[config.mk]
export PLATFORM = sky130hd
export DESIGN_NAME = mem_rd_arbiter
export DESIGN_NICKNAME = d
export VERILOG_FILES = /design/src/rtl/mem_rd_arbiter.sv
export SDC_FILE = /design/constraint.sdc
export NUM_CORES = 1
export LEC_CHECK = 0
export CAP_MARGIN = 25
export CORE_MARGIN = 1
export CORE_UTILIZATION = 32
export DETAILED_ROUTE_END_ITERATION = 10
export GPL_TIMING_DRIVEN = 0
export PLACE_DENSITY = 0.82
export SYNTH_ARGS = -nofsm -noshare
export SYNTH_HDL_FRONTEND = slang
export SYNTH_SLANG_ARGS = --single-unit
[constraint.sdc]
create_clock -name clk -period 1.7 [get_ports clk]
set_input_delay 0.425 -clock clk [delete_from_list [all_inputs] [get_ports clk]]
set_output_delay 0.425 -clock clk [all_outputs]
set_load 0.02 [all_outputs]
[src/rtl/mem_rd_arbiter.sv]
// mem_rd_arbiter
//
// Shares one memory read channel between the I-cache refill path
// (requester 0) and the D-cache refill path (requester 1). One requester
// is granted at a time, round-robin on ties, and the grant is held for the
// whole burst until the beat marked last has been accepted.
//
// Ports:
//   clk, rst                 clock; asynchronous active-high reset
//   from_ic_rd_req_*         I-cache request (valid, addr) / to_ic_rd_req_ready
//   to_ic_rd_rsp_*           beats to I-cache (valid, data, last) / from_ic_rd_rsp_ready
//   from_dc_rd_req_*         D-cache request, same shape as the I-cache set
//   to_dc_rd_rsp_*           beats to D-cache, same shape as the I-cache set
//   to_mem_rd_req_*          memory request (valid, latched addr) / from_mem_rd_req_ready
//   from_mem_rd_rsp_*        memory beats (valid, data, last) / to_mem_rd_rsp_ready
//   grant_id                 owner of the current burst (0 = I, 1 = D)
//   burst_err                sticky: a burst ended with a beat count != BURST_LEN

module mem_rd_arbiter #(
  parameter int ADDR_WIDTH = 32,
  parameter int DATA_WIDTH = 32,
  parameter int BURST_LEN  = 8
) (
  input  logic                  clk,
  input  logic                  rst,
  // I-cache
  input  logic                  from_ic_rd_req_valid,
  input  logic [ADDR_WIDTH-1:0] from_ic_rd_req_addr,
  output logic                  to_ic_rd_req_ready,
  output logic                  to_ic_rd_rsp_valid,
  output logic [DATA_WIDTH-1:0] to_ic_rd_rsp_data,
  output logic                  to_ic_rd_rsp_last,
  input  logic                  from_ic_rd_rsp_ready,
  // D-cache
  input  logic                  from_dc_rd_req_valid,
  input  logic [ADDR_WIDTH-1:0] from_dc_rd_req_addr,
  output logic                  to_dc_rd_req_ready,
  output logic                  to_dc_rd_rsp_valid,
  output logic [DATA_WIDTH-1:0] to_dc_rd_rsp_data,
  output logic                  to_dc_rd_rsp_last,
  input  logic                  from_dc_rd_rsp_ready,
  // memory
  output logic                  to_mem_rd_req_valid,
  output logic [ADDR_WIDTH-1:0] to_mem_rd_req_addr,
  input  logic                  from_mem_rd_req_ready,
  input  logic                  from_mem_rd_rsp_valid,
  input  logic [DATA_WIDTH-1:0] from_mem_rd_rsp_data,
  input  logic                  from_mem_rd_rsp_last,
  output logic                  to_mem_rd_rsp_ready,
  // status
  output logic                  grant_id,
  output logic                  burst_err
);

  localparam int CNT_W = $clog2(BURST_LEN + 1);
  localparam logic [CNT_W-1:0] BURST_MAX = CNT_W'(BURST_LEN);

  typedef enum logic [1:0] {
    s_IDLE,
    s_REQ,
    s_RSP
  } state_t;

  state_t                state_q, state_d;
  logic                  grant_id_q, grant_id_d;
  logic                  rr_last_q, rr_last_d;
  logic [CNT_W-1:0]      beat_cnt_q, beat_cnt_d;
  logic                  burst_err_q, burst_err_d;
  logic [ADDR_WIDTH-1:0] addr_q, addr_d;

  logic                  win_id;
  logic                  gnt_rsp_ready;
  logic                  beat_xfer;
  logic [CNT_W:0]        cnt_plus_one;

  // On a tie the requester that did not own the previous burst wins, so a
  // waiting requester can never be starved by a continuously requesting one.
  assign win_id = (from_ic_rd_req_valid && from_dc_rd_req_valid) ? ~rr_last_q
                                                                 : from_dc_rd_req_valid;

  assign gnt_rsp_ready = grant_id_q ? from_dc_rd_rsp_ready : from_ic_rd_rsp_ready;
  assign beat_xfer     = (state_q == s_RSP) && from_mem_rd_rsp_valid && gnt_rsp_ready;
  // One bit wider than the counter so a saturated count still compares as
  // "too many beats" when last finally arrives.
  assign cnt_plus_one  = {1'b0, beat_cnt_q} + {{CNT_W{1'b0}}, 1'b1};

  always_ff @(posedge clk or posedge rst) begin
    if (rst) begin
      state_q     <= s_IDLE;
      grant_id_q  <= 1'b0;
      rr_last_q   <= 1'b1;
      beat_cnt_q  <= '0;
      burst_err_q <= 1'b0;
      addr_q      <= '0;
    end else begin
      state_q     <= state_d;
      grant_id_q  <= grant_id_d;
      rr_last_q   <= rr_last_d;
      beat_cnt_q  <= beat_cnt_d;
      burst_err_q <= burst_err_d;
      addr_q      <= addr_d;
    end
  end

  always_comb begin
    state_d     = state_q;
    grant_id_d  = grant_id_q;
    rr_last_d   = rr_last_q;
    beat_cnt_d  = beat_cnt_q;
    burst_err_d = burst_err_q;
    addr_d      = addr_q;

    to_ic_rd_req_ready  = 1'b0;
    to_dc_rd_req_ready  = 1'b0;
    to_ic_rd_rsp_valid  = 1'b0;
    to_ic_rd_rsp_data   = '0;
    to_ic_rd_rsp_last   = 1'b0;
    to_dc_rd_rsp_valid  = 1'b0;
    to_dc_rd_rsp_data   = '0;
    to_dc_rd_rsp_last   = 1'b0;
    to_mem_rd_req_valid = 1'b0;
    to_mem_rd_rsp_ready = 1'b0;

    unique case (state_q)
      s_IDLE: begin
        // Ready is masked while rst is high so no handshake is offered
        // during reset, even though the state flops already read idle.
        if ((from_ic_rd_req_valid || from_dc_rd_req_valid) && !rst) begin
          to_ic_rd_req_ready = ~win_id;
          to_dc_rd_req_ready = win_id;
          addr_d     = win_id ? from_dc_rd_req_addr : from_ic_rd_req_addr;
          grant_id_d = win_id;
          beat_cnt_d = '0;
          state_d    = s_REQ;
        end
      end

      s_REQ: begin
        to_mem_rd_req_valid = 1'b1;
        if (from_mem_rd_req_ready) begin
          state_d = s_RSP;
        end
      end

      s_RSP: begin
        to_mem_rd_rsp_ready = gnt_rsp_ready;
        if (grant_id_q) begin
          to_dc_rd_rsp_valid = from_mem_rd_rsp_valid;
          to_dc_rd_rsp_data  = from_mem_rd_rsp_data;
          to_dc_rd_rsp_last  = from_mem_rd_rsp_last;
        end else begin
          to_ic_rd_rsp_valid = from_mem_rd_rsp_valid;
          to_ic_rd_rsp_data  = from_mem_rd_rsp_data;
          to_ic_rd_rsp_last  = from_mem_rd_rsp_last;
        end

        if (beat_xfer) begin
          if (beat_cnt_q != BURST_MAX) begin
            beat_cnt_d = cnt_plus_one[CNT_W-1:0];
          end
          if (from_mem_rd_rsp_last) begin
            if (cnt_plus_one != {1'b0, BURST_MAX}) begin
              burst_err_d = 1'b1;
            end
            rr_last_d = grant_id_q;
            state_d   = s_IDLE;
          end
        end
      end

      default: begin
        state_d = s_IDLE;
      end
    endcase
  end

  assign to_mem_rd_req_addr = addr_q;
  assign grant_id           = grant_id_q;
  assign burst_err          = burst_err_q;

endmodule

# After elaboration in Yosys (flattened, before gate mapping)
# Index checks and enable logic that the tools add are counted.
[classes]
add_sub_neg = 1
n_mux = 30
reduce_logical = 13
eq_ne = 9
n_bitwise = 2
[op_table]
columns = ["cell", "count"]
rows = [
  ["2-to-1 mux 32 bit", 5],
  ["2-to-1 mux 1 bit", 16],
  ["2-to-1 mux 4 bit", 3],
  ["AND reduction 4 bit", 3],
  ["2-to-1 mux 2 bit", 4],
  ["!= test 2 bit, second input constant", 4],
  ["one-hot mux 4 bit (2 select lines)", 1],
  ["one-hot mux 2 bit (3 select lines)", 1],
  ["adder 4 x 1 -> 5 bit, second input constant", 1],
  ["!= test 5 x 4 -> 1 bit, second input constant", 1],
  ["logical AND 1 bit", 4],
  ["!= test 4 bit, second input constant", 1],
  ["AND reduction 3 bit", 1],
  ["== test 2 x 1 -> 1 bit, second input constant", 1],
  ["== test 2 bit, second input constant", 1],
  ["logical NOT 2 bit", 1],
  ["!= test 2 x 1 -> 1 bit, second input constant", 1],
  ["NOT 1 bit", 2],
  ["AND reduction 2 bit", 1],
  ["nonzero test 2 bit", 1],
  ["logical NOT 1 bit", 1],
  ["logical OR 1 bit", 1],
]
[totals]
out_inout_bits = 106
input_bits = 105
reg_bits = 41

# Depth between registers and ports, before layout
# Gate-level depths: netlist (run 1).
[logic_depth]
word_depth = 5
mapped_depth = 6
ltp_nobuf = 6

# Worst setup path after synthesis (run 1)
# OpenSTA, ideal clock, no wires.
[synth_path]
kind = "reg2out"
startpoint = "register state_q[1]"
endpoint = "output to_dc_rd_rsp_data[23]"
arrival_time_ns = 1.320
stages_incl_launch_ff = 6
path_slack_ns = -0.045
n_path_buf = 2
cell_sequence = "dfrtp_1 inv_1 nor2_1 buf_2 clkbuf_2 and3_1"
[synth_between]
elab_chain_cells = 2
[synth_rtl]
columns = ["element", "line_no", "rtl"]
rows = [
  ["start: declaration", "64", "state_t state_q, state_d;"],
  ["start signal: assignment", "89", "state_q <= s_IDLE;"],
  ["start signal: assignment", "96", "state_q <= state_d;"],
  ["== test 2 bit", "124", "unique case (state_q)"],
  ["2-to-1 mux 32 bit", "124", ""],
  ["end: declaration", "39", "output logic [DATA_WIDTH-1:0] to_dc_rd_rsp_data,"],
]
# No other way between the ends.

# Final worst setup path (run 1)
[layout_path]
startpoint = "register state_q[1]"
endpoint = "output to_ic_rd_rsp_data[24]"
[layout_between]
elab_chain_cells = 2
[layout_rtl]
columns = ["element", "line_no", "rtl"]
rows = [
  ["== test 2 bit", "124", ""],
  ["2-to-1 mux 32 bit", "124", ""],
  ["end: declaration", "31", "output logic [DATA_WIDTH-1:0] to_ic_rd_rsp_data,"],
]
# No other way between the ends.

==> results.txt, run 1 <==
----------------------------------------------------
[Status]
  Status ... complete, but fails checks
  Violated checks ... negative setup slack

[Layout]
  Total of fill cells in the finished design ... about 520
  Post-layout instance area ... 5316 sq um
  Final Non-Filler Cells ... 600
  Number of antenna repair diodes ... 0
  Total number of nets in the final design ... 607
  Synth-to-layout area growth ... 124.0%
  Layout cell share with drive strength beyond 1 ... a little over a third

[STA]
  Final Max Tran Viols ... 0
  Final worst path period need ... 2049 ps
  Final hold vios ... 0
  Total setup violations reported at the end of the flow ... 74
  Worst slew margin ... 42.40%
  Clock skew ... 12.47 ps
  Minimum setup slack in the final design ... -348.5 ps
  Final worst-path cycle share ... 120.5%
  Final Hold Slack ... 509.0 ps
  RSZ-0062 raised after global routing ... true
  Worst Max-Slew Pin Slew ... 862.7 ps
  FMAX ... 0.4882 GHz

[GRT]
  Gr usage total ... a little under a quarter
  Overflow after GRT ... 0
  First-pass GRT wire length ... roughly 14000 microns
  Largest net degree at the start of global routing ... 42
  Antenna violations before repair ... 0
  Number of global-route vias before repair ... 2973

[Clocking]
  CTS tree ... done
  Total clock buffers created by CTS ... 5
  CTS root buffer ... sky130_fd_sc_hd__clkbuf_8
  Maximum clock insertion buffer count ... 2
  Latest clock arrival within the worst-skew pair ... 290 ps
  Clock net sink count ... 41
  Number of levels in the clock H-tree ... 2
  Clock-pin slew of the registers on the worst-case setup and hold paths ... around 90 ps

[Power and ir drop]
  Maximum vdd drop ... 0.9565 mV
  Leakage power summed over all cells ... 0.002782 uW
  Total power divided by cell area ... 1339 nW/um^2
  Final total power ... 7119 uW

[Job]
  Number of max-capacitance violations reported ... 0

[Synth]
  Flops & latches, synth ... 41
  Simple-gate share of the synthesized area ... 23.14%
  Synth Area in Compound Gates ... 18.82%
  Post-synthesis mux area share ... 1.792%
  Mean area per synthesized cell ... 9.419 sq um
  Net count after synthesis ... around 360
  Number of synthesis warnings ... 0
  Count of different cell masters after synthesis ... 32
  Post-Syn Instances ... 252
  Synthesized cell area ... roughly 2400 sq um
  Adder-cell share of the synthesized area ... 1.054%
  Main combinational cell family by area after synthesis ... simple AND/OR/NAND/NOR gates
  Share of the yosys chip area belonging to registers ... 43.28%
  Xor/xnor share of the synthesized area ... 0%

[Setup path]
  Worst setup EP type ... primary output
  Critical path class ... reg2out
  Nature of the critical path startpoint ... register
  WP data arrival ... around 1600 ps
  Critical-path maximum fanout ... 10
  Worst path required time ... 1270 ps

[Detailed routing]
  Detailed Routing Iterations Pass 1 ... 6
  Detailed-route via count ... 3102
  Starting DRC count in detailed routing ... around 170
  Wire per inst ... 17.40 microns
  ANT nets after route ... 0
  Detail-routed via count per cell ... 5.170
  Post-detailed-routing wire length ... 10440 microns
  DRC errors left ... 0

[Place]
  Routability-driven placement congestion ratio ... between 0.8 and 0.9
  Number of buffers added on ports ... 210
  Placement-stage cell area ... 4602 sq um
  Number of placed cells counting well taps ... 561
  Post-DP HPWL ... 7524 microns

[Floorplan]
  Placeable core region ... 7214 sq um
  Top-Level Pins ... 211
  # rows ... 31
  Area enclosed by the die boundary ... ~7800 sq um
  Horizontal extent of the die ... 88.13 microns
  Effective utilization at floorplan ... 32.90%
  DIE HEIGHT ... 88.13 microns

[Worst hold path]
  Class of the most critical hold timing path ... in2async

----------------------------------------------------
-- report_power, final --
part / internal (uW) / switching [uW] / total, uW / leakage, uW
clock: 440 / 359 / 799 / 0.0000543
combinational: 2330 / 2330 / 4660 / 0.00222
sequential: 1410 / 243 / 1660 / 0.000509
total: 4180 / 2940 / 7120 / 0.00278
-- final cells by class --
class / count / area [sq um] / area share, %
multi-input combinational: 149 / 1240 / 23.32
timing repair buffer: 242 / 2436 / 45.82
clock buffer: 5 / 68.82 / 1.294
clock inverter: 3 / 46.29 / 0.8708
inverter: 38 / 146.4 / 2.754
sequential: 41 / 1028 / 19.35
buffer: 23 / 226.5 / 4.260
tap: 99 / 123.9 / 2.330
-- critical path: stages (launching register included) --
cell and delay, ps:
sky130_fd_sc_hd__dfrtp_1 400, sky130_fd_sc_hd__inv_2 80, sky130_fd_sc_hd__nor2_4 190, sky130_fd_sc_hd__buf_4 200, sky130_fd_sc_hd__and3_1 190, sky130_fd_sc_hd__clkdlybuf4s15_2 270
-- routing by layer --
layer	global-route usage [%]	part of all wire, %	vias to the layer above
met5	0	0	-
met4	8.504	2.7	0
met3	7.540	8.6	21
met2	47.08	53	160
met1	22.60	35	1485
li1	-	-	1436
-- layout by cell type, fill, tap and decap left out, types with 3 or more instances in the layout --
master and count:
sky130_fd_sc_hd__clkdlybuf4s50_1 101, sky130_fd_sc_hd__and3_1 50, sky130_fd_sc_hd__buf_6 44, sky130_fd_sc_hd__dfrtp_1 39, sky130_fd_sc_hd__inv_1 34, sky130_fd_sc_hd__clkdlybuf4s15_2 33
sky130_fd_sc_hd__a222oi_1 32, sky130_fd_sc_hd__buf_4 30, sky130_fd_sc_hd__dlygate4sd2_1 21, sky130_fd_sc_hd__and3_4 20, sky130_fd_sc_hd__dlymetal6s2s_1 14, sky130_fd_sc_hd__buf_2 9
sky130_fd_sc_hd__nand2_1 6, sky130_fd_sc_hd__a21oi_1 6, sky130_fd_sc_hd__clkbuf_8 5, sky130_fd_sc_hd__buf_8 4, sky130_fd_sc_hd__clkbuf_2 4, sky130_fd_sc_hd__o21ai_0 4
sky130_fd_sc_hd__inv_2 3
-- stage by stage --
stage | setup slack, ps | util [%] | setup TNS, ps
finish | -348.5 | 73.69 | -19260
global route | -401.1 | 73.69 | -25180
CTS | -316.8 | 68.94 | -17910
detailed placement | -1093 | 63.79 | -55080
global placement | -1087 | 63.79 | -81470
floorplan | 21.18 | - | 0
-- kinds of logic (layout without fill, tap and decap cells) --
logic type,after synthesis,count (layout)
AND/OR/NAND/NOR,90,90
flip-flops,41,41
AO/OA/AOI/OAI,52,53
adder cells (fa/ha/maj),2,2
multiplexers,4,4
buffers and inverters,63,311
-- worst paths after layout --
check	from	slack, ps	end	cells after the start
max in group asynchronous	rst	570	state_q[0]	2
setup reg to reg	state_q[1]	-30	to_mem_rd_req_addr[5]	7
hold / removal	rst	510	to_mem_rd_req_addr[14]	2
setup / recovery	state_q[1]	-350	to_ic_rd_rsp_data[24]	5
min in group clk	to_mem_rd_req_addr[26]	510	to_mem_rd_req_addr[26]	2
hold reg to reg	to_mem_rd_req_addr[26]	510	to_mem_rd_req_addr[26]	2
-- sequential cells by signal, indices dropped and copies added (netlist names) --
signal              count
to_mem_rd_req_addr     32
beat_cnt_q              4
state_q                 2
burst_err               1
grant_id                1
rr_last_q               1
-- cells in the mapped netlist --
cell	instances	area (sq um)
sky130_fd_sc_hd__a211oi_1	1	7.510
sky130_fd_sc_hd__nor2_1	3	11.26
sky130_fd_sc_hd__a2bb2oi_1	1	8.760
sky130_fd_sc_hd__buf_2	8	40.04
sky130_fd_sc_hd__o21ai_0	4	20.02
sky130_fd_sc_hd__o21a_1	2	15.01
sky130_fd_sc_hd__mux2i_1	2	20.02
sky130_fd_sc_hd__buf_4	1	7.510
sky130_fd_sc_hd__inv_1	38	142.6
sky130_fd_sc_hd__dfstp_2	1	26.28
sky130_fd_sc_hd__nand3_1	2	10.01
sky130_fd_sc_hd__o21ai_2	1	8.760
sky130_fd_sc_hd__and4b_1	1	10.01
sky130_fd_sc_hd__clkbuf_2	2	10.01
sky130_fd_sc_hd__nor3b_1	1	7.510
sky130_fd_sc_hd__o21bai_1	2	15.01
sky130_fd_sc_hd__nand2b_1	3	18.77
sky130_fd_sc_hd__buf_6	4	45.04
sky130_fd_sc_hd__ha_1	2	25.02
sky130_fd_sc_hd__and2b_2	1	8.760
sky130_fd_sc_hd__nand2_1	6	22.52
sky130_fd_sc_hd__a21o_1	1	7.510
sky130_fd_sc_hd__a21oi_1	7	35.03
sky130_fd_sc_hd__a222oi_1	32	320.3
sky130_fd_sc_hd__and2_1	1	6.260
sky130_fd_sc_hd__or3_1	1	6.260
sky130_fd_sc_hd__mux2_2	2	22.52
sky130_fd_sc_hd__clkbuf_1	10	37.54
sky130_fd_sc_hd__a211o_1	1	8.760
sky130_fd_sc_hd__dfrtp_1	40	1001
sky130_fd_sc_hd__and3_1	70	437.9
sky130_fd_sc_hd__nor3_2	1	10.01
-- what timing repair did --
action / CTS / global route
cloned: 2 / 5
hold buffers: 0 / 0
pin swaps: 6 / 28
endpoints found under the setup margin: 120 / 107
gates resized for setup: 379 / 71
setup buffers: 13 / 15
hold endpoints to repair: 0 / 0
Power figures use the tool's default switching activity.
==> inputs of run 2 (changes only) <==
clock period = 2.3 ns   (was 1.7 ns; I/O delays follow)
==> results.txt, run 2 (synthesized netlist as in run 1, its figures left out) <==
----------------------------------------------------
[Status]
  Status ... completed

[Setup path]
  Worst setup EP type ... primary output
  Critical-path cell with the highest stage delay ... sky130_fd_sc_hd__dfrtp_2
  Largest stage delay on the critical path ... 440 ps
  Nature of the critical path startpoint ... register
  Cell Chain, Critical Path ... nor2_4 > buf_2 > and3_1 > dlygate4sd2_1
  Crit Reg-Reg Startpoint ... state_q[0]
  Setup slack of the worst register-to-register path ... between 300 and 400 ps
  Worst path required time ... 1730 ps
  WP data arrival ... 1660 ps
  Cell family with the largest share of critical-path delay ... buffers and inverters
  Critical path class ... reg2out
  Buffers & Inverters on Critical Path ... 2
  Critical-path maximum fanout ... 10
  Setup crit start ... state_q[0]

[GRT]
  First-pass GRT wire length ... 14290 microns
  Gr usage total ... 23.97%
  Number of global-route vias before repair ... 2885
  Largest net degree at the start of global routing ... between 40 and 50
  Antenna violations before repair ... 0
  Overflow after GRT ... 0

[Layout]
  Number of antenna repair diodes ... 0
  Total number of nets in the final design ... 591
  Leading cell type in the layout, fill and taps excluded ... sky130_fd_sc_hd__clkdlybuf4s50_1
  Final Non-Filler Cells ... 584
  Total of fill cells in the finished design ... between 600 and 700
  Most used cells in the layout excluding fill and tap cells ... sky130_fd_sc_hd__clkdlybuf4s50_1 (136), sky130_fd_sc_hd__and3_1 (70), sky130_fd_sc_hd__dfrtp_1 (39)
  Synth-to-layout area growth ... 99.53%
  Flip-flop count of the largest register after layout ... 32
  Layout cell share with drive strength beyond 1 ... 17.94%
  Post-layout instance area ... 4736 sq um

[STA]
  Worst slew margin ... 42.27%
  Setup tns final ... 0 ps
  Final worst path period need ... 2240 ps
  Final hold vios ... 0
  Worst Max-Slew Pin Slew ... about 860 ps
  Clock skew ... 4.684 ps
  FMAX ... around 0.45 GHz
  Final worst-path cycle share ... 97.39%
  Total setup violations reported at the end of the flow ... 0
  Final Max Tran Viols ... 0
  Minimum setup slack in the final design ... roughly 60 ps

[Floorplan]
  Horizontal extent of the die ... 88.13 microns
  Top-Level Pins ... 211
  # rows ... 31
  Effective utilization at floorplan ... 32.90%
  Area enclosed by the die boundary ... 7766 sq um
  DIE HEIGHT ... 88.13 microns
  Placeable core region ... 7214 sq um

[Worst hold path]
  Class of the most critical hold timing path ... reg2reg
  Hold path startpoint ... burst_err

[Place]
  Post-DP HPWL ... between 7000 and 8000 microns
  Placement-stage cell area ... 4599 sq um
  Setup slack after placement ... -806.6 ps
  Number of buffers added on ports ... 210
  Number of placed cells counting well taps ... roughly 560
  Routability-driven placement congestion ratio ... 0.8497

[Clocking]
  Clock net sink count ... 41
  Total clock buffers created by CTS ... 5
  CTS root buffer ... sky130_fd_sc_hd__clkbuf_8
  Number of levels in the clock H-tree ... 2
  Maximum clock insertion buffer count ... 2
  CTS tree ... done
  Number of buffers added to fix hold violations after cts ... 0
  Clock-pin slew of the registers on the worst-case setup and hold paths ... 80 ps
  Latest clock arrival within the worst-skew pair ... 290 ps

[Power and ir drop]
  Leakage power summed over all cells ... between 0.002 and 0.003 uW
  Maximum vdd drop ... 0.6557 mV
  Final total power ... approximately 4800 uW
  Total power divided by cell area ... 1010 nW/um^2

[Detailed routing]
  Wire per inst ... between 15 and 20 microns
  ANT nets after route ... 0
  Starting DRC count in detailed routing ... 200
  Detail-routed via count per cell ... 5.099
  DRC errors left ... 0
  Detailed-route via count ... 2978
  Detailed Routing Iterations Pass 1 ... 6
  Post-detailed-routing wire length ... 9580 microns

[Job]
  Number of max-capacitance violations reported ... 0

----------------------------------------------------
[run 2: stage by stage]
step | util, % | hold WS, ps
detailed placement | 63.75 | 465.1
global route | 65.64 | 514.6
finish | 65.64 | 492.8
global placement | 63.75 | 463.1
CTS | 65.61 | 487.4
floorplan | - | 493.7
[run 2: report_power, final]
group	total, uW	leakage [uW]	switching, uW	internal (uW)
clock	520	0.0000542	248	271
combinational	3020	0.00201	1560	1460
sequential	1250	0.000509	198	1050
[run 2: layout make-up]
type	instances	area, sq um	area share, %
inverter	38	146.4	3.091
buffer	23	171.4	3.620
multi-input combinational	148	1077	22.75
clock inverter	1	5.005	0.1057
tap	99	123.9	2.616
sequential	41	1028	21.72
timing repair buffer	227	2087	44.07
clock buffer	7	96.34	2.034
[run 2: timing repair]
item,CTS,global route
endpoints found under the setup margin,71,56
gates cloned,0,1
gates resized for setup,147,48
setup buffers,6,10
pin swaps,2,1
[run 2: worst paths after layout]
kind / to / cells after the start
hold / removal: burst_err / 1
setup reg to reg: to_mem_rd_req_addr[24] / 8
max in group asynchronous: state_q[0] / 2
setup / recovery: to_ic_rd_rsp_data[26] / 4
min in group asynchronous: beat_cnt_q[0] / 2
hold reg to reg: burst_err / 1
[run 2: routing by layer]
layer  global-route usage [%]  vias to the layer above  part of all wire [%]
li1                         -                     1399                     -
met1                    24.32                     1404                    35
met2                    45.53                      153                    53
met3                    7.446                       22                    10
met4                    9.384                        0                   2.7
met5                        0                        -                     0
[run 2: worst reg2reg max path, delay by kind of cell, from the launching register on]
kind | cells | cell delay, ps
AOI/OAI and AO/OA | 2 | 460
buffers and inverters | 5 | 730
DFF | 1 | 440
and+or+nand+nor | 1 | 190
==> edit 1: new RTL, settings of run 1 <==
The parameter `ADDR_WIDTH` goes from 32 to 40.
--- a/src/rtl/mem_rd_arbiter.sv
+++ b/src/rtl/mem_rd_arbiter.sv
@@ -17,7 +17,7 @@
 //   burst_err                sticky: a burst ended with a beat count != BURST_LEN
 
 module mem_rd_arbiter #(
-  parameter int ADDR_WIDTH = 32,
+  parameter int ADDR_WIDTH = 40,
   parameter int DATA_WIDTH = 32,
   parameter int BURST_LEN  = 8
 ) (
Ports: changed (resized from_dc_rd_req_addr, from_ic_rd_req_addr and to_mem_rd_req_addr); port bits go from 211 to 235. No check against the original RTL was run, so the function may have changed too.
==> edit 1 against run 1 <==
  * The flow still finishes with violations (negative setup slack)
  * Highest routed layer unchanged
  * Synthesized area grew 20%
  * Total power grew 9.1%
  * Largest cell class unchanged
  * Sequential cell count grew 8
  * Design area grew 13%
  * Worst setup slack gained 0.030 ns
  * Clock power shrank 2.9%
  * Wire length grew 14%
  * Final cell count grew 7.0%
  * Largest power group unchanged
  * Non-clock buffer count grew 16
==> edit 1: results (changes against run 1) <==
stage	metric	value	unit	change
outcome	status	complete, but fails checks		unchanged
outcome	violations	negative setup slack		unchanged
detailed_routing	drtIter0Drc	119		was 169
synth	ys_top_cells_by_area	dfrtp_1 (42%), a221o_1 (14%), a21boi_0 (11%)		was dfrtp_1 (42%), and3_1 (18%), a222oi_1 (13%)
placement	postPlaceCellArea	0.00541	sq mm	was 0.00460 sq mm
synth	synth_fp_nets	397		was 359
sta	fin_skew	0.0120	ns	was 0.0125 ns
detailed_routing	viasPerCell	5.26		was 5.17
grt	grt_pass1_wl	16.8	mm	was 14.1 mm
grt	track_usage	24.2	%	was 23.7%
cells_and_area	fin_nets	656		was 607
sta	fin_ws	-0.319	ns	was -0.349 ns
grt	grt_max_degree	36		was 42
sta	setup-violations-final	73		was 74
cells_and_area	drive_gt1_share	36.7	%	was 34.9%
power_and_ir_drop	leakagePower	2.92	nW	was 2.78 nW
placement	gp_congestion	0.774		was 0.885
sta	slew_headroom	74.2	%	was 42.4%
detailed_routing	firstDrtPassIters	7		was 6
placement	io_buffers	234		was 210
placement	dp_slack	-1.16	ns	was -1.09 ns
power_and_ir_drop	peakVddDrop	0.636	mV	was 0.956 mV
power_and_ir_drop	p_sw_share	40.0	%	was 41.2%
synth	synthDistinctLibCells	34		was 32
placement	hpwl	8.67	mm	was 7.52 mm
-- edit 1: path summary, 6_finish.rpt --
path	slack, ns	cells after the start	start	endpoint
min in group clk	0.49	1	burst_err	burst_err
hold / removal	0.29	2	rst	burst_err
max in group asynchronous	0.91	3	rst	to_mem_rd_req_addr[22]
hold reg to reg	0.49	1	burst_err	burst_err
setup / recovery	-0.32	5	grant_id	to_ic_rd_rsp_data[19]
setup reg to reg	0	7	rr_last_q	to_mem_rd_req_addr[35]
-- edit 1: cell type report --
| cell class | count | area [sq um] |
|---|---|---|
| Clock buffer | 7 | 96.3 |
| Buffer | 24 | 239 |
| Sequential cell | 49 | 1230 |
| Clock inverter | 1 | 8.76 |
| Fill cell | 679 | 2700 |
| Timing Repair Buffer | 257 | 2640 |
| Tap cell | 108 | 135 |
| Inverter | 4 | 15.0 |
| Multi-Input combinational cell | 192 | 1620 |
-- edit 1: worst max-delay path, stage by stage (launching register included) --
cell and delay [ns]:
dfrtp_2 0.45, buf_8 0.14, and2b_4 0.29, buf_8 0.13, and2_2 0.16, buf_6 0.11
-- edit 1: through the flow --
step,hold slack [ns],power [mW],instances
after floorplan,0.445,4.38,274
after global placement,0.459,6.46,616
after detailed placement,0.472,6.55,617
after CTS,0.290,7.60,638
after global routing,0.303,8.20,642
final,0.286,7.77,642
-- edit 1: cell families (layout without fill, tap and decap cells) --
kind of cell,after synthesis,count (layout),share of synthesized area [%]
and+or+nand+nor,94,95,20.9
AOI/OAI and AO/OA,90,90,26.7
DFF,49,49,43.1
buffers and inverters,34,293,6.51
muxes,5,5,1.89
adders and majority gates,2,2,0.879
-- edit 1: layer usage --
| layer | global-route usage, % | vias up | part of all wire (%) |
|---|---|---|---|
| met5 | 0 | - | 0 |
| met4 | 11.0 | 0 | 3.9 |
| met3 | 6.16 | 26 | 8.7 |
| met2 | 47.5 | 176 | 54 |
| met1 | 23.4 | 1622 | 33 |
| li1 | - | 1553 | - |
-- edit 1: timing repair --
item	in CTS	in global routing
gates resized for setup	501	88
pin swaps	12	6
hold buffers	0	0
cloned	4	0
buffers inserted	12	10
setup endpoints to repair	144	104
-- edit 1: power by group through the flow --
stage / Clock, mW / Sequential (mW) / Combinational, mW
final: 0.776 / 2.00 / 4.99
after global routing: 0.854 / 2.06 / 5.29
after CTS: 0.803 / 1.99 / 4.81
after detailed placement: 0 / 2.01 / 4.54
after global placement: 0 / 2.01 / 4.46
after floorplan: 0 / 2.55 / 1.83
==> edit 2: new RTL, settings of run 1 <==
Made on the original files. Take the reset off `addr_q` and load it in a clocked block of its own.
--- a/src/rtl/mem_rd_arbiter.sv
+++ b/src/rtl/mem_rd_arbiter.sv
@@ -91,15 +91,17 @@
       rr_last_q   <= 1'b1;
       beat_cnt_q  <= '0;
       burst_err_q <= 1'b0;
-      addr_q      <= '0;
     end else begin
       state_q     <= state_d;
       grant_id_q  <= grant_id_d;
       rr_last_q   <= rr_last_d;
       beat_cnt_q  <= beat_cnt_d;
       burst_err_q <= burst_err_d;
-      addr_q      <= addr_d;
     end
+  end
+
+  always_ff @(posedge clk) begin
+    addr_q <= addr_d;
   end
 
   always_comb begin
Formal check against the unedited RTL: differs if rst is asserted again (counterexample within 4 cycles, from zero or initial values and one cycle with rst high); with rst held inactive, the same outputs for 4 cycles.
==> edit 2 against run 1 <==
  * The run still ends with negative setup slack left
  * Sequential cell count did not move
  * Count of clock-buffer cells in the layout rose by 1
  * Synthesized cell count fell by 20%
  * Via count fell by 16%
  * Clock power fell by 0.5%
  * Wire length fell by 6.9%
  * Core utilization rose by 4.9 points
  * Sequential power fell by 11%
  * Highest routed layer unchanged
  * Die area fell by 0.52%
  * Worst setup slack improved by 0.055 ns
  * Design area rose by 2.7%
  * Critical endpoint is now to_ic_rd_rsp_data[21]
  * Total power fell by 15%
  * Clock skew fell by 0.0055 ns
  * Synthesized area fell by 0.53%
==> edit 2: results (changes against run 1) <==
stage	metric	value	unit	change
outcome	status	complete, but fails checks		unchanged
outcome	violations	negative setup slack		unchanged
detailed_routing	wl_met1	3.51	mm	was 3.69 mm
setup_path	timing.rr.end	to_mem_rd_req_addr[20]		was to_mem_rd_req_addr[5]
grt	grt_pass1_vias	2646		was 2,973
placement	hpwl	6.69	mm	was 7.52 mm
detailed_routing	drtIter0Drc	172		was 169
power_and_ir_drop	powerSeq	1.48	mW	was 1.66 mW
power_and_ir_drop	leakagePower	2.35	nW	was 2.78 nW
placement	place_inst	508		was 561
sta	hold_ws	0.234	ns	was 0.509 ns
placement	postPlaceCellArea	0.00459	sq mm	was 0.00460 sq mm
sta	fin_ws	-0.294	ns	was -0.349 ns
power_and_ir_drop	p_clk_share	13.2	%	was 11.2%
synth	synth-edff-count	32		was 0
placement	gp_congestion	0.848		was 0.885
grt	grt_pass1_wl	13.1	mm	was 14.1 mm
power_and_ir_drop	p_sw_share	36.7	%	was 41.2%
placement	dp_slack	-0.963	ns	was -1.09 ns
cells_and_area	instances_no_fill	544		was 600
synth	synth_commonest_cells	and2_1 (35), and3_1 (34), edfxtp_1 (32)		was and3_1 (70), dfrtp_1 (40), inv_1 (38)
detailed_routing	wl_per_cell	17.9	microns	was 17.4 microns
sta	setup-violations-final	88		was 74
cells_and_area	fin_nets	554		was 607
cells_and_area	drive_gt1_share	49.6	%	was 34.9%
sta	fin_tns_setup	-17.90	ns	was -19.26 ns
grt	track_usage	22.4	%	was 23.7%
detailed_routing	firstDrtPassIters	4		was 6
synth	syn_avg_cell_area	11.7	sq um	was 9.42 sq um
synth	async_flop_share	22.0	%	was 100%
grt	globalRouteMet3Util	6.79	%	was 7.54%
sta	fin_skew	0.00696	ns	was 0.0125 ns
edit 2: changes by cell type after synthesis, moves of 5 or more:
| cell | delta |
|---|---|
| a222oi_1 | -32 |
| clkbuf_1 | -6 |
| dfrtp_1 | -32 |
| mux2_1 | +10 |
| and2_1 | +34 |
| inv_1 | -30 |
| mux2_2 | +21 |
| nand2_1 | -5 |
| edfxtp_1 | +32 |
| and3_1 | -36 |
edit 2: worst max path at each step:
stage	endpoint	slack (ns)	depth (start not counted)
after detailed placement	to_dc_rd_req_ready	-0.96	5
after floorplan	to_mem_rd_req_addr[0]	0.01	3
after CTS	to_ic_rd_rsp_data[25]	-0.30	6
final	to_ic_rd_rsp_data[21]	-0.29	6
after global placement	to_dc_rd_req_ready	-0.95	5
after global routing	to_ic_rd_rsp_data[21]	-0.34	7
edit 2: layout make-up:
| type | instances | share of cell area, % |
|---|---|---|
| repair buffers | 237 | 45.7 |
| multi-input cells | 139 | 24.9 |
| flip-flops and latches | 41 | 21.8 |
| plain buffers | 13 | 2.41 |
| well taps | 96 | 2.20 |
| clock buffers | 6 | 1.33 |
| inverters | 9 | 0.802 |
| clock inverters | 2 | 0.711 |
| repair inverters | 1 | 0.138 |
edit 2: cells by family after synthesis:
group	count (synthesis)	share of synthesized area (%)
simple gates	86	22.8
flops	41	50.3
mux	35	16.8
buf+inv	22	3.97
compound gates	16	5.09
fa+ha+maj	2	1.06
edit 2: repair_timing:
item                                    4_1_cts  5_1_grt
endpoints found under the setup margin      136       84
hold endpoints to repair                      0        0
setup buffers                                14        9
cloned                                        5        2
gates resized for setup                     474       96
pin swaps                                    25        8
edit 2: critical path: cells and delay by family, from the launching register on:
kind	cells	cell delay, ns
buffers and inverters	4	0.57
DFF	1	0.40
and+or+nand+nor	2	0.30
